===== config.mk =====
export PLATFORM = sky130hd
export DESIGN_NAME = tinyalu_arbiter_flat
export DESIGN_NICKNAME = d
export VERILOG_FILES = /design/src/rtl/tinyalu_arbiter_if.sv /design/src/rtl/tinyalu_arbiter.sv /design/src/flat_wrapper.sv
export SDC_FILE = /design/constraint.sdc
export NUM_CORES = 1
export LEC_CHECK = 0
export ABC_AREA = 1
export CELL_PAD_IN_SITES_DETAIL_PLACEMENT = 1
export CELL_PAD_IN_SITES_GLOBAL_PLACEMENT = 1
export CORE_ASPECT_RATIO = 0.6
export CORE_MARGIN = 4
export CORE_UTILIZATION = 29
export CTS_BUF_LIST = sky130_fd_sc_hd__clkbuf_2 sky130_fd_sc_hd__clkbuf_4 sky130_fd_sc_hd__clkbuf_8
export DETAILED_ROUTE_END_ITERATION = 6
export MAX_ROUTING_LAYER = met4
export PLACE_DENSITY_LB_ADDON = 0.1
export SYNTH_ARGS = -nofsm -noshare
export SYNTH_HDL_FRONTEND = slang
export SYNTH_SLANG_ARGS = --single-unit

===== constraint.sdc =====
create_clock -name clk_i -period 5.82 [get_ports clk_i]
set_input_delay 0.582 -clock clk_i [delete_from_list [all_inputs] [get_ports clk_i]]
set_output_delay 0.582 -clock clk_i [all_outputs]
set_load 0.01 [all_outputs]

===== src/rtl/tinyalu_arbiter_if.sv =====
// ---------------------------------------------------------------------------
// tinyalu_arbiter_if
//   Bundle of the request, response and ALU-side signals of tinyalu_arbiter.
//   Signal names keep the direction suffix as seen from the arbiter.
//
//   Parameters : NUM_REQ (requester count), ID_W (response id width)
//   Requests   : req_valid_i / req_ready_o per requester, op/A/B packed
//                per requester (op at [3i+2:3i], A/B at [8i+7:8i])
//   Response   : rsp_valid_o / rsp_ready_i, rsp_id_o, rsp_result_o, rsp_err_o
//   ALU        : alu_start_o, alu_op_o, alu_a_o, alu_b_o, alu_done_i,
//                alu_result_i
//   Modports   : slave  - the arbiter
//                master - requesters plus the ALU (bench / BFM side)
// ---------------------------------------------------------------------------
interface tinyalu_arbiter_if #(
  parameter int NUM_REQ = 4,
  parameter int ID_W    = $clog2(NUM_REQ)
);
  logic [NUM_REQ-1:0]   req_valid_i;
  logic [NUM_REQ-1:0]   req_ready_o;
  logic [3*NUM_REQ-1:0] req_op_i;
  logic [8*NUM_REQ-1:0] req_a_i;
  logic [8*NUM_REQ-1:0] req_b_i;

  logic                 rsp_valid_o;
  logic                 rsp_ready_i;
  logic [ID_W-1:0]      rsp_id_o;
  logic [15:0]          rsp_result_o;
  logic                 rsp_err_o;

  logic                 alu_start_o;
  logic [2:0]           alu_op_o;
  logic [7:0]           alu_a_o;
  logic [7:0]           alu_b_o;
  logic                 alu_done_i;
  logic [15:0]          alu_result_i;

  modport slave (
    input  req_valid_i, req_op_i, req_a_i, req_b_i,
    input  rsp_ready_i, alu_done_i, alu_result_i,
    output req_ready_o, rsp_valid_o, rsp_id_o, rsp_result_o, rsp_err_o,
    output alu_start_o, alu_op_o, alu_a_o, alu_b_o
  );

  modport master (
    output req_valid_i, req_op_i, req_a_i, req_b_i,
    output rsp_ready_i, alu_done_i, alu_result_i,
    input  req_ready_o, rsp_valid_o, rsp_id_o, rsp_result_o, rsp_err_o,
    input  alu_start_o, alu_op_o, alu_a_o, alu_b_o
  );
endinterface


===== src/rtl/tinyalu_arbiter.sv =====
// ---------------------------------------------------------------------------
// tinyalu_arbiter
//   Round-robin scheduler sharing one tinyalu between NUM_REQ requesters.
//   A request {op, A, B} is granted in IDLE, run on the ALU in BUSY and
//   returned tagged with the requester index in RESP.
//
//   Parameters : NUM_REQ (2..16), ID_W, TIMEOUT (BUSY cycle limit)
//   Ports      : clk_i    - clock, posedge
//                reset_i  - asynchronous active-high reset
//                bus      - tinyalu_arbiter_if.slave (requests, response,
//                           ALU start/operands/done/result)
//
//   Build option: TINYALU_ARB_TIMEOUT_EN - when defined, BUSY gives up after
//   TIMEOUT cycles without alu_done_i and answers result=16'hFFFF, err=1.
//   When undefined BUSY waits for alu_done_i indefinitely.
// ---------------------------------------------------------------------------
module tinyalu_arbiter #(
  parameter int NUM_REQ = 4,
  parameter int ID_W    = $clog2(NUM_REQ),
  parameter int TIMEOUT = 15
) (
  input  logic             clk_i,
  input  logic             reset_i,
  tinyalu_arbiter_if.slave bus
);

  typedef enum logic [1:0] {
    IDLE = 2'd0,
    BUSY = 2'd1,
    RESP = 2'd2
  } state_e;

  state_e          state_q;
  logic [ID_W-1:0] ptr_q;
  logic [ID_W-1:0] id_q;
  logic [2:0]      op_q;
  logic [7:0]      a_q;
  logic [7:0]      b_q;
  logic [15:0]     result_q;
  logic            err_q;
  logic            alu_start_q;
  logic            rsp_valid_q;

  logic               gnt_vld;
  logic [ID_W-1:0]    gnt_idx;
  logic [NUM_REQ-1:0] req_ready;
  logic [2:0]         gnt_op;
  logic [7:0]         gnt_a;
  logic [7:0]         gnt_b;
  logic [ID_W-1:0]    ptr_d;

`ifdef TINYALU_ARB_TIMEOUT_EN
  localparam int CNT_W = (TIMEOUT < 2) ? 1 : $clog2(TIMEOUT);
  logic [CNT_W-1:0] cnt_q;
`endif

  function automatic logic op_legal(input logic [2:0] op);
    return (op >= 3'd1) && (op <= 3'd4);
  endfunction

  // Round-robin search: walk offsets from the highest down so that the
  // lowest offset from the pointer is the one left standing.
  // The grant is suppressed while reset is asserted so every output is 0.
  always_comb begin
    gnt_vld = 1'b0;
    gnt_idx = '0;
    if (state_q == IDLE && !reset_i) begin
      for (int k = NUM_REQ - 1; k >= 0; k--) begin
        if (bus.req_valid_i[(int'(ptr_q) + k) % NUM_REQ]) begin
          gnt_vld = 1'b1;
          gnt_idx = ID_W'((int'(ptr_q) + k) % NUM_REQ);
        end
      end
    end
  end

  always_comb begin
    req_ready = '0;
    if (gnt_vld) req_ready[gnt_idx] = 1'b1;
  end

  assign gnt_op = bus.req_op_i[3*gnt_idx +: 3];
  assign gnt_a  = bus.req_a_i[8*gnt_idx +: 8];
  assign gnt_b  = bus.req_b_i[8*gnt_idx +: 8];
  assign ptr_d  = (gnt_idx == ID_W'(NUM_REQ - 1)) ? '0 : gnt_idx + 1'b1;

  always_ff @(posedge clk_i or posedge reset_i) begin
    if (reset_i) begin
      state_q     <= IDLE;
      ptr_q       <= '0;
      id_q        <= '0;
      op_q        <= '0;
      a_q         <= '0;
      b_q         <= '0;
      result_q    <= '0;
      err_q       <= 1'b0;
      alu_start_q <= 1'b0;
      rsp_valid_q <= 1'b0;
`ifdef TINYALU_ARB_TIMEOUT_EN
      cnt_q       <= '0;
`endif
    end else begin
      case (state_q)
        IDLE: begin
          if (gnt_vld) begin
            ptr_q <= ptr_d;
            id_q  <= gnt_idx;
            op_q  <= gnt_op;
            a_q   <= gnt_a;
            b_q   <= gnt_b;
            if (op_legal(gnt_op)) begin
              state_q     <= BUSY;
              alu_start_q <= 1'b1;
`ifdef TINYALU_ARB_TIMEOUT_EN
              cnt_q       <= '0;
`endif
            end else begin
              // Illegal op: answer straight away, the ALU is never started.
              state_q     <= RESP;
              rsp_valid_q <= 1'b1;
              result_q    <= 16'h0000;
              err_q       <= 1'b1;
            end
          end
        end
        BUSY: begin
          if (bus.alu_done_i) begin
            state_q     <= RESP;
            alu_start_q <= 1'b0;
            rsp_valid_q <= 1'b1;
            result_q    <= bus.alu_result_i;
            err_q       <= 1'b0;
          end
`ifdef TINYALU_ARB_TIMEOUT_EN
          // cnt_q counts completed BUSY cycles; the last allowed cycle is
          // TIMEOUT-1, so RESP is reached exactly TIMEOUT cycles after entry.
          else if (cnt_q == CNT_W'(TIMEOUT - 1)) begin
            state_q     <= RESP;
            alu_start_q <= 1'b0;
            rsp_valid_q <= 1'b1;
            result_q    <= 16'hFFFF;
            err_q       <= 1'b1;
          end else begin
            cnt_q <= cnt_q + 1'b1;
          end
`endif
        end
        RESP: begin
          if (bus.rsp_ready_i) begin
            state_q     <= IDLE;
            rsp_valid_q <= 1'b0;
          end
        end
        default: state_q <= IDLE;
      endcase
    end
  end

  assign bus.req_ready_o  = req_ready;
  assign bus.rsp_valid_o  = rsp_valid_q;
  assign bus.rsp_id_o     = id_q;
  assign bus.rsp_result_o = result_q;
  assign bus.rsp_err_o    = err_q;
  assign bus.alu_start_o  = alu_start_q;
  assign bus.alu_op_o     = op_q;
  assign bus.alu_a_o      = a_q;
  assign bus.alu_b_o      = b_q;

endmodule


===== src/flat_wrapper.sv =====
// flat-port wrapper written by rule: the top's interface ports become plain ports
module tinyalu_arbiter_flat 
#(
  parameter int NUM_REQ = 4,
  parameter int ID_W    = $clog2(NUM_REQ),
  parameter int TIMEOUT = 15
)
  (clk_i, reset_i, bus_req_valid_i, bus_req_op_i, bus_req_a_i, bus_req_b_i, bus_rsp_ready_i, bus_alu_done_i, bus_alu_result_i, bus_req_ready_o, bus_rsp_valid_o, bus_rsp_id_o, bus_rsp_result_o, bus_rsp_err_o, bus_alu_start_o, bus_alu_op_o, bus_alu_a_o, bus_alu_b_o);
  tinyalu_arbiter_if #(.NUM_REQ(NUM_REQ), .ID_W(ID_W)) bus_i ();
  input  logic clk_i;
  input  logic reset_i;
  input wire logic [$bits(bus_i.req_valid_i)-1:0] bus_req_valid_i;
  input wire logic [$bits(bus_i.req_op_i)-1:0] bus_req_op_i;
  input wire logic [$bits(bus_i.req_a_i)-1:0] bus_req_a_i;
  input wire logic [$bits(bus_i.req_b_i)-1:0] bus_req_b_i;
  input wire logic [$bits(bus_i.rsp_ready_i)-1:0] bus_rsp_ready_i;
  input wire logic [$bits(bus_i.alu_done_i)-1:0] bus_alu_done_i;
  input wire logic [$bits(bus_i.alu_result_i)-1:0] bus_alu_result_i;
  output wire logic [$bits(bus_i.req_ready_o)-1:0] bus_req_ready_o;
  output wire logic [$bits(bus_i.rsp_valid_o)-1:0] bus_rsp_valid_o;
  output wire logic [$bits(bus_i.rsp_id_o)-1:0] bus_rsp_id_o;
  output wire logic [$bits(bus_i.rsp_result_o)-1:0] bus_rsp_result_o;
  output wire logic [$bits(bus_i.rsp_err_o)-1:0] bus_rsp_err_o;
  output wire logic [$bits(bus_i.alu_start_o)-1:0] bus_alu_start_o;
  output wire logic [$bits(bus_i.alu_op_o)-1:0] bus_alu_op_o;
  output wire logic [$bits(bus_i.alu_a_o)-1:0] bus_alu_a_o;
  output wire logic [$bits(bus_i.alu_b_o)-1:0] bus_alu_b_o;
  assign bus_i.req_valid_i = bus_req_valid_i;
  assign bus_i.req_op_i = bus_req_op_i;
  assign bus_i.req_a_i = bus_req_a_i;
  assign bus_i.req_b_i = bus_req_b_i;
  assign bus_i.rsp_ready_i = bus_rsp_ready_i;
  assign bus_i.alu_done_i = bus_alu_done_i;
  assign bus_i.alu_result_i = bus_alu_result_i;
  assign bus_req_ready_o = bus_i.req_ready_o;
  assign bus_rsp_valid_o = bus_i.rsp_valid_o;
  assign bus_rsp_id_o = bus_i.rsp_id_o;
  assign bus_rsp_result_o = bus_i.rsp_result_o;
  assign bus_rsp_err_o = bus_i.rsp_err_o;
  assign bus_alu_start_o = bus_i.alu_start_o;
  assign bus_alu_op_o = bus_i.alu_op_o;
  assign bus_alu_a_o = bus_i.alu_a_o;
  assign bus_alu_b_o = bus_i.alu_b_o;
  tinyalu_arbiter #(.NUM_REQ(NUM_REQ), .ID_W(ID_W), .TIMEOUT(TIMEOUT)) u_core (.clk_i(clk_i), .reset_i(reset_i), .bus(bus_i));
endmodule

After elaboration in Yosys (flattened, before gate mapping)
Index checks and enable logic that the tools add are counted.
- register bits after elaboration: 44
- input port bits: 100
- output and inout bits: 44
- add/subtract/negate cells: 4
- $mul: 1
- $lt $le $gt $ge: 8
- eq/ne operators: 8
- shifts and indexed selects: 3
- mux-type cells: 44
- bitwise operators: 3
- reductions and logical operators: 15
- operators with widths (kind ; count):
    $shiftx 32x6->8 ; 2
    $mux 16 ; 3
    $pmux 16 s2 ; 1
    $mux 1 ; 20
    $mux 2 ; 10
    $lt 3x4->1 const B ; 3
    $shiftx 12x5->3 ; 1
    $bmux 1 s2 ; 4
    $ne 2x2->1 const B ; 4
    $reduce_and 4->1 ; 2
    $lt 2x3->1 const B ; 2
    $pmux 2 s3 ; 1
    $reduce_or 2->1 ; 3
    $reduce_and 5->1 ; 1
    $add 2x1->2 const B ; 2
    $add 2x2->2 const B ; 2
    $eq 2x2->1 const B ; 2
    $mul 2x2->4 const A ; 1
    $mux 4 ; 1
    $pmux 1 s2 ; 2
    $and 1x1->1 const A ; 3
    $ge 3x1->1 const B ; 1
    $le 3x3->1 const B ; 1
    $logic_and 1x1->1 ; 3
    other kinds (11) ; 11

Depth between registers and ports, before layout
- depth in word-level cells: 18
- mapped depth: 22
- depth with buffers taken out: 19

Worst setup path after synthesis
No wires, ideal clock.
- path kind: input port to output port
- start point: input port bus_req_valid_i[2]
- end point: output port bus_req_ready_o[0]
- arrival: 2.095 ns
- data required time: 5.238 ns
- slack: 3.143 ns
- stages: 13
- path buffers: 2
- path through: inv_1 > o21ai_1 > nand2_1 > nand2_1 > inv_1 > nand2_1 > nand2_2 > nand3_4 > buf_6 > clkbuf_1 > ha_1 > inv_1 > nor2_1
- longest elaborated chain between the ends: 13
- elaborated cells on any way between the ends: 27
- those cells by class: order compare: 2; mux: 24; reduce/logical: 1
- ends and longest elaborated chain (what ; line ; text):
    start: declaration ; flat_wrapper.sv:12 ; input wire logic [$bits(bus_i.req_valid_i)-1:0] bus_req_valid_i;
    $bmux 1 s2 ; tinyalu_arbiter.sv:69 ; if (bus.req_valid_i[(int'(ptr_q) + k) % NUM_REQ]) begin
    $mux 1 (implied by the code) (2 in series) ; tinyalu_arbiter.sv:69 ;
    $mux 2 (4 in series) ; tinyalu_arbiter.sv:69 ;
    $mux 2 ; tinyalu_arbiter.sv:67 ; if (state_q == IDLE && !reset_i) begin
    $lt 2x3->1 (implied by the code) or $ge 2x1->1 (tied branches) ; tinyalu_arbiter.sv:79 ; if (gnt_vld) req_ready[gnt_idx] = 1'b1;
    $logic_and 1x1->1 (implied by the code) ; tinyalu_arbiter.sv:79 ;
    $mux 1 (implied by the code) ; tinyalu_arbiter.sv:79 ;
    $demux 1 s2 ; -- ;
    $mux 4 * ; tinyalu_arbiter.sv:79 ;
    end: declaration ; flat_wrapper.sv:19 ; output wire logic [$bits(bus_i.req_ready_o)-1:0] bus_req_ready_o;
Every way passes the cells marked *; elsewhere a longest branch is shown, timed or not. The select of a mux whose other input is x is not followed.

Worst setup path after layout
- start point: input port bus_req_valid_i[3]
- end point: output port bus_req_ready_o[1]
Same word-level chain as after synthesis.

==> impl_results.md <==
* Status: finished clean
* DRC violations left at 0
* Pwr per Cell Area at 466.7 nW/um2
* Synth warnings at 0
* Routability cong. at approximately 0.8
* # clock sinks at 44
* Row count at 26
* Hold buffers post-CTS at 0
* Worst Clk Skew at between 0.01 and 0.015 ns
* Area delta synth->final at 59.55%
* Period utilisation layout at 0.7497
* Post-CTS Setup Inserts at 0
* Chip height at between 80 and 90 um
* Synth Area in Adders at 0.01868
* Crit. End Element: primary output
* M1 GR Usage at 0.2456
* Mapped Cells at about 370
* Slowest CP cell: inv_2
* Vias post-DR at just over 3000
* RSZ-0062 raised after global routing: false
* Core footprint at about 9000 um2
* Final setup vio count at 0
* Worst EP arrival at approximately 3.8 ns
* CTS clk-pin slew, worst paths at 0.09 ns
* Maxcap violations at 0
* Post-Syn Area per Cell at just over 7 um2
* Largest net degree at the start of global routing at 45
* Root Driver: clkbuf_8
* CTS tree: yes
* Crit-path cells: clkdlybuf4s50_1 -> inv_1 -> nand2_1 -> nand3_1 -> nand2_1 -> inv_1 -> nor2_2 -> nor2_2 -> nand2_4 -> nand3_4 -> inv_2 -> ha_1 -> inv_1 -> nor2_1 -> clkdlybuf4s50_1
* Initial antenna violation count at 0
* Startpoint of the worst setup timing path: bus_req_valid_i[3]
* Worst vdd ir at between 0.0001 and 0.00015 V
* Slowest stage delay, CP at slightly above 0.6 ns
* Post-Synth XOR/XNOR Area at 0
* Final net count at between 600 and 700
* Min Tclk post-route at about 4.4 ns
* Proportion of layout cells with a drive suffix above 1 at 0.06693
* FF-to-FF path depth at 14
* Vias in the first global route at around 3300
* Synth Area in Simple Gates at 0.3615
* Worst hold start: u_core.bus.rsp_result_o[15]
* Post-CTS sizing at 0
* R2R Path Start: u_core.ptr_q[0]
* Req. time, crit path at ~5.2 ns
* Levels on crit path at 15
* Relative slew slack at 0.2082
* CP startpoint kind: input port
* Drt wl/cell at approximately 17 um
* Crit path kind: in2out
* Mux contribution to synthesized area at 0
* Worst Tran Pin Value at between 1 and 1.5 ns
* TritonCTS Buffers at 5
* Post-synthesis register bit count at between 40 and 50
* # IOs at 144
* CTS H-Tree Depth at 2
* Worst-skew pair later-pin latency at approximately 0.3 ns
* Die Wd at 132.1 um
* Crit path buffers/inverters at 6
* Hold crit path type: reg2reg
* Syn nets at roughly 480
* Largest family of logic cells by synthesized area: simple AND/OR/NAND/NOR gates
* GRT Total Usage at 0.1967
* Final hold vios at 0
* Pins Over Slew Limit at 0
* Via density at a little under 5
* Cell depth of the worst hold path at 2
* First-pass GRT wire length at about 17000 um
* Diodes inserted at 0
* Leakage at 0.001923 uW
* Most used cell, CP: inv_1
* Synthesized area at approximately 2700 um2
* Sequential area share after synthesis at 0.4110
* Met2 Use GR at 0.3144
* CP delay by family, top: buffers and inverters
* F_max at approximately 230 MHz
* Initial DRC Count at between 150 and 200
* Die area at between 10000 and 15000 um2
* Post-synthesis compound-gate area fraction at 0.1364
* Setup TNS at 0 ns
* CTS Buffer Depth at 2
* HPWL Detailed at approximately 8100 um
* Pre-Repair DR Iteration Count at 4
* Grt met3 use at 0.07022
* Final core occ at 0.4884
* ANT nets after route at 0
* Busiest grt layer: met2
* Post-synth cell types at 28
* Routed WL at about 10000 um
* Worst-path fanout max at 43
* GRT overflow at 0
* Port buffer count at 143
* Initial Util at 0.3061
==> layout by cell type (no fill, tap or decap), types with 6 or more instances in the layout <==
master,instances
clkdlybuf4s50_1,143
nand2_1,99
nor2_1,65
dfrtp_1,44
o21ai_0,33
nand3_1,31
inv_1,20
nand2_2,10
o21ai_1,8
o221ai_1,8
a31oi_1,8
nand4_1,6
==> synthesized netlist by cell type <==
master | n | area share
o22ai_1 | 1 | 0.0023
nand4_1 | 6 | 0.014
inv_1 | 21 | 0.029
inv_6 | 1 | 0.0033
o21a_1 | 1 | 0.0028
nand2_4 | 2 | 0.0084
nor2_4 | 1 | 0.0042
a21oi_1 | 2 | 0.0037
nor2_2 | 3 | 0.0070
dfrtp_1 | 44 | 0.41
inv_2 | 3 | 0.0042
a21oi_2 | 1 | 0.0033
o21ai_1 | 8 | 0.015
nor2_1 | 65 | 0.091
nand3_2 | 1 | 0.0037
buf_2 | 4 | 0.0075
buf_6 | 3 | 0.013
clkbuf_1 | 10 | 0.014
nand3_1 | 31 | 0.058
o221ai_1 | 8 | 0.026
nand3_4 | 2 | 0.013
nand2_1 | 99 | 0.14
ha_1 | 4 | 0.019
o21ai_0 | 33 | 0.062
a31oi_1 | 8 | 0.019
buf_1 | 1 | 0.0014
nand2_2 | 10 | 0.023
a21boi_0 | 1 | 0.0028
==> area by class of cell <==
class,count,area [um2]
clock inverters,3,42.54
flip-flops and latches,44,1101
multi-input cells,287,1384
inverters,25,98.84
fillers,1088,4477
repair buffers,144,1439
well taps,112,140.1
clock buffers,5,68.82
==> logic make-up after synthesis <==
kind of cell | count (synthesis)
and+or+nand+nor | 220
buffers and inverters | 43
AOI/OAI and AO/OA | 63
adders and majority gates | 4
DFF | 44
==> metal layers <==
| layer | vias up | routed length (um) |
|---|---|---|
| li1 | 1483 | - |
| met1 | 1454 | 4562 |
| met2 | 91 | 4856 |
| met3 | 8 | 783 |
| met4 | 0 | 94 |
| met5 | - | 0 |
==> worst register-to-register path: stages, from the launching register on <==
cell and delay [ns]:
dfrtp_1 0.53, inv_6 0.16, nand2_1 0.06, nand2_1 0.10, nand2_1 0.09, nand2_2 0.10, inv_2 0.04, nand2_2 0.06
o21a_1 0.60, inv_2 0.37, a21oi_1 0.26, o21ai_0 0.17, inv_1 0.45, nand3_1 0.17, nand2_1 0.11
==> sequential cells by signal, indices dropped and copies added (netlist names) <==
name                     flops
u_core.ptr_q                 2
u_core.bus.alu_op_o          3
u_core.bus.alu_start_o       1
u_core.bus.alu_a_o           8
u_core.bus.rsp_result_o     16
u_core.bus.rsp_err_o         1
u_core.bus.alu_b_o           8
u_core.state_q               2
u_core.bus.rsp_id_o          2
u_core.bus.rsp_valid_o       1
==> power by group <==
part | leakage, uW | switching, uW | internal (uW)
registers | 0.000547 | 80.8 | 432
logic | 0.00132 | 744 | 498
clock network | 0.0000541 | 113 | 127
==> stage by stage <==
step | power (uW) | instance area (um2) | hold WS [ns] | setup WS, ns | cells
floorplan | 1284 | 2679 | 0.5045 | 3.143 | 374
global placement | 1724 | 4163 | 0.4529 | 1.640 | 612
detailed placement | 1769 | 4163 | 0.4595 | 1.462 | 612
CTS | 2016 | 4274 | 0.4833 | 1.459 | 620
global route | 2189 | 4274 | 0.5054 | 1.167 | 620
finish | 1995 | 4274 | 0.4773 | 1.457 | 620
==> final timing paths <==
path / end / slack (ns)
worst max-delay path: bus_req_ready_o[1] / 1.46
worst min-delay path: u_core.bus.rsp_result_o[15] / 0.48
worst max register to register: u_core.bus.rsp_result_o[15] / 2.50
worst min register to register: u_core.bus.rsp_result_o[15] / 0.48
max in group asynchronous: u_core.bus.alu_op_o[1] / 4.32
min in group asynchronous: u_core.bus.alu_start_o / 0.89
No activity file was read; power rests on OpenSTA's default activity.
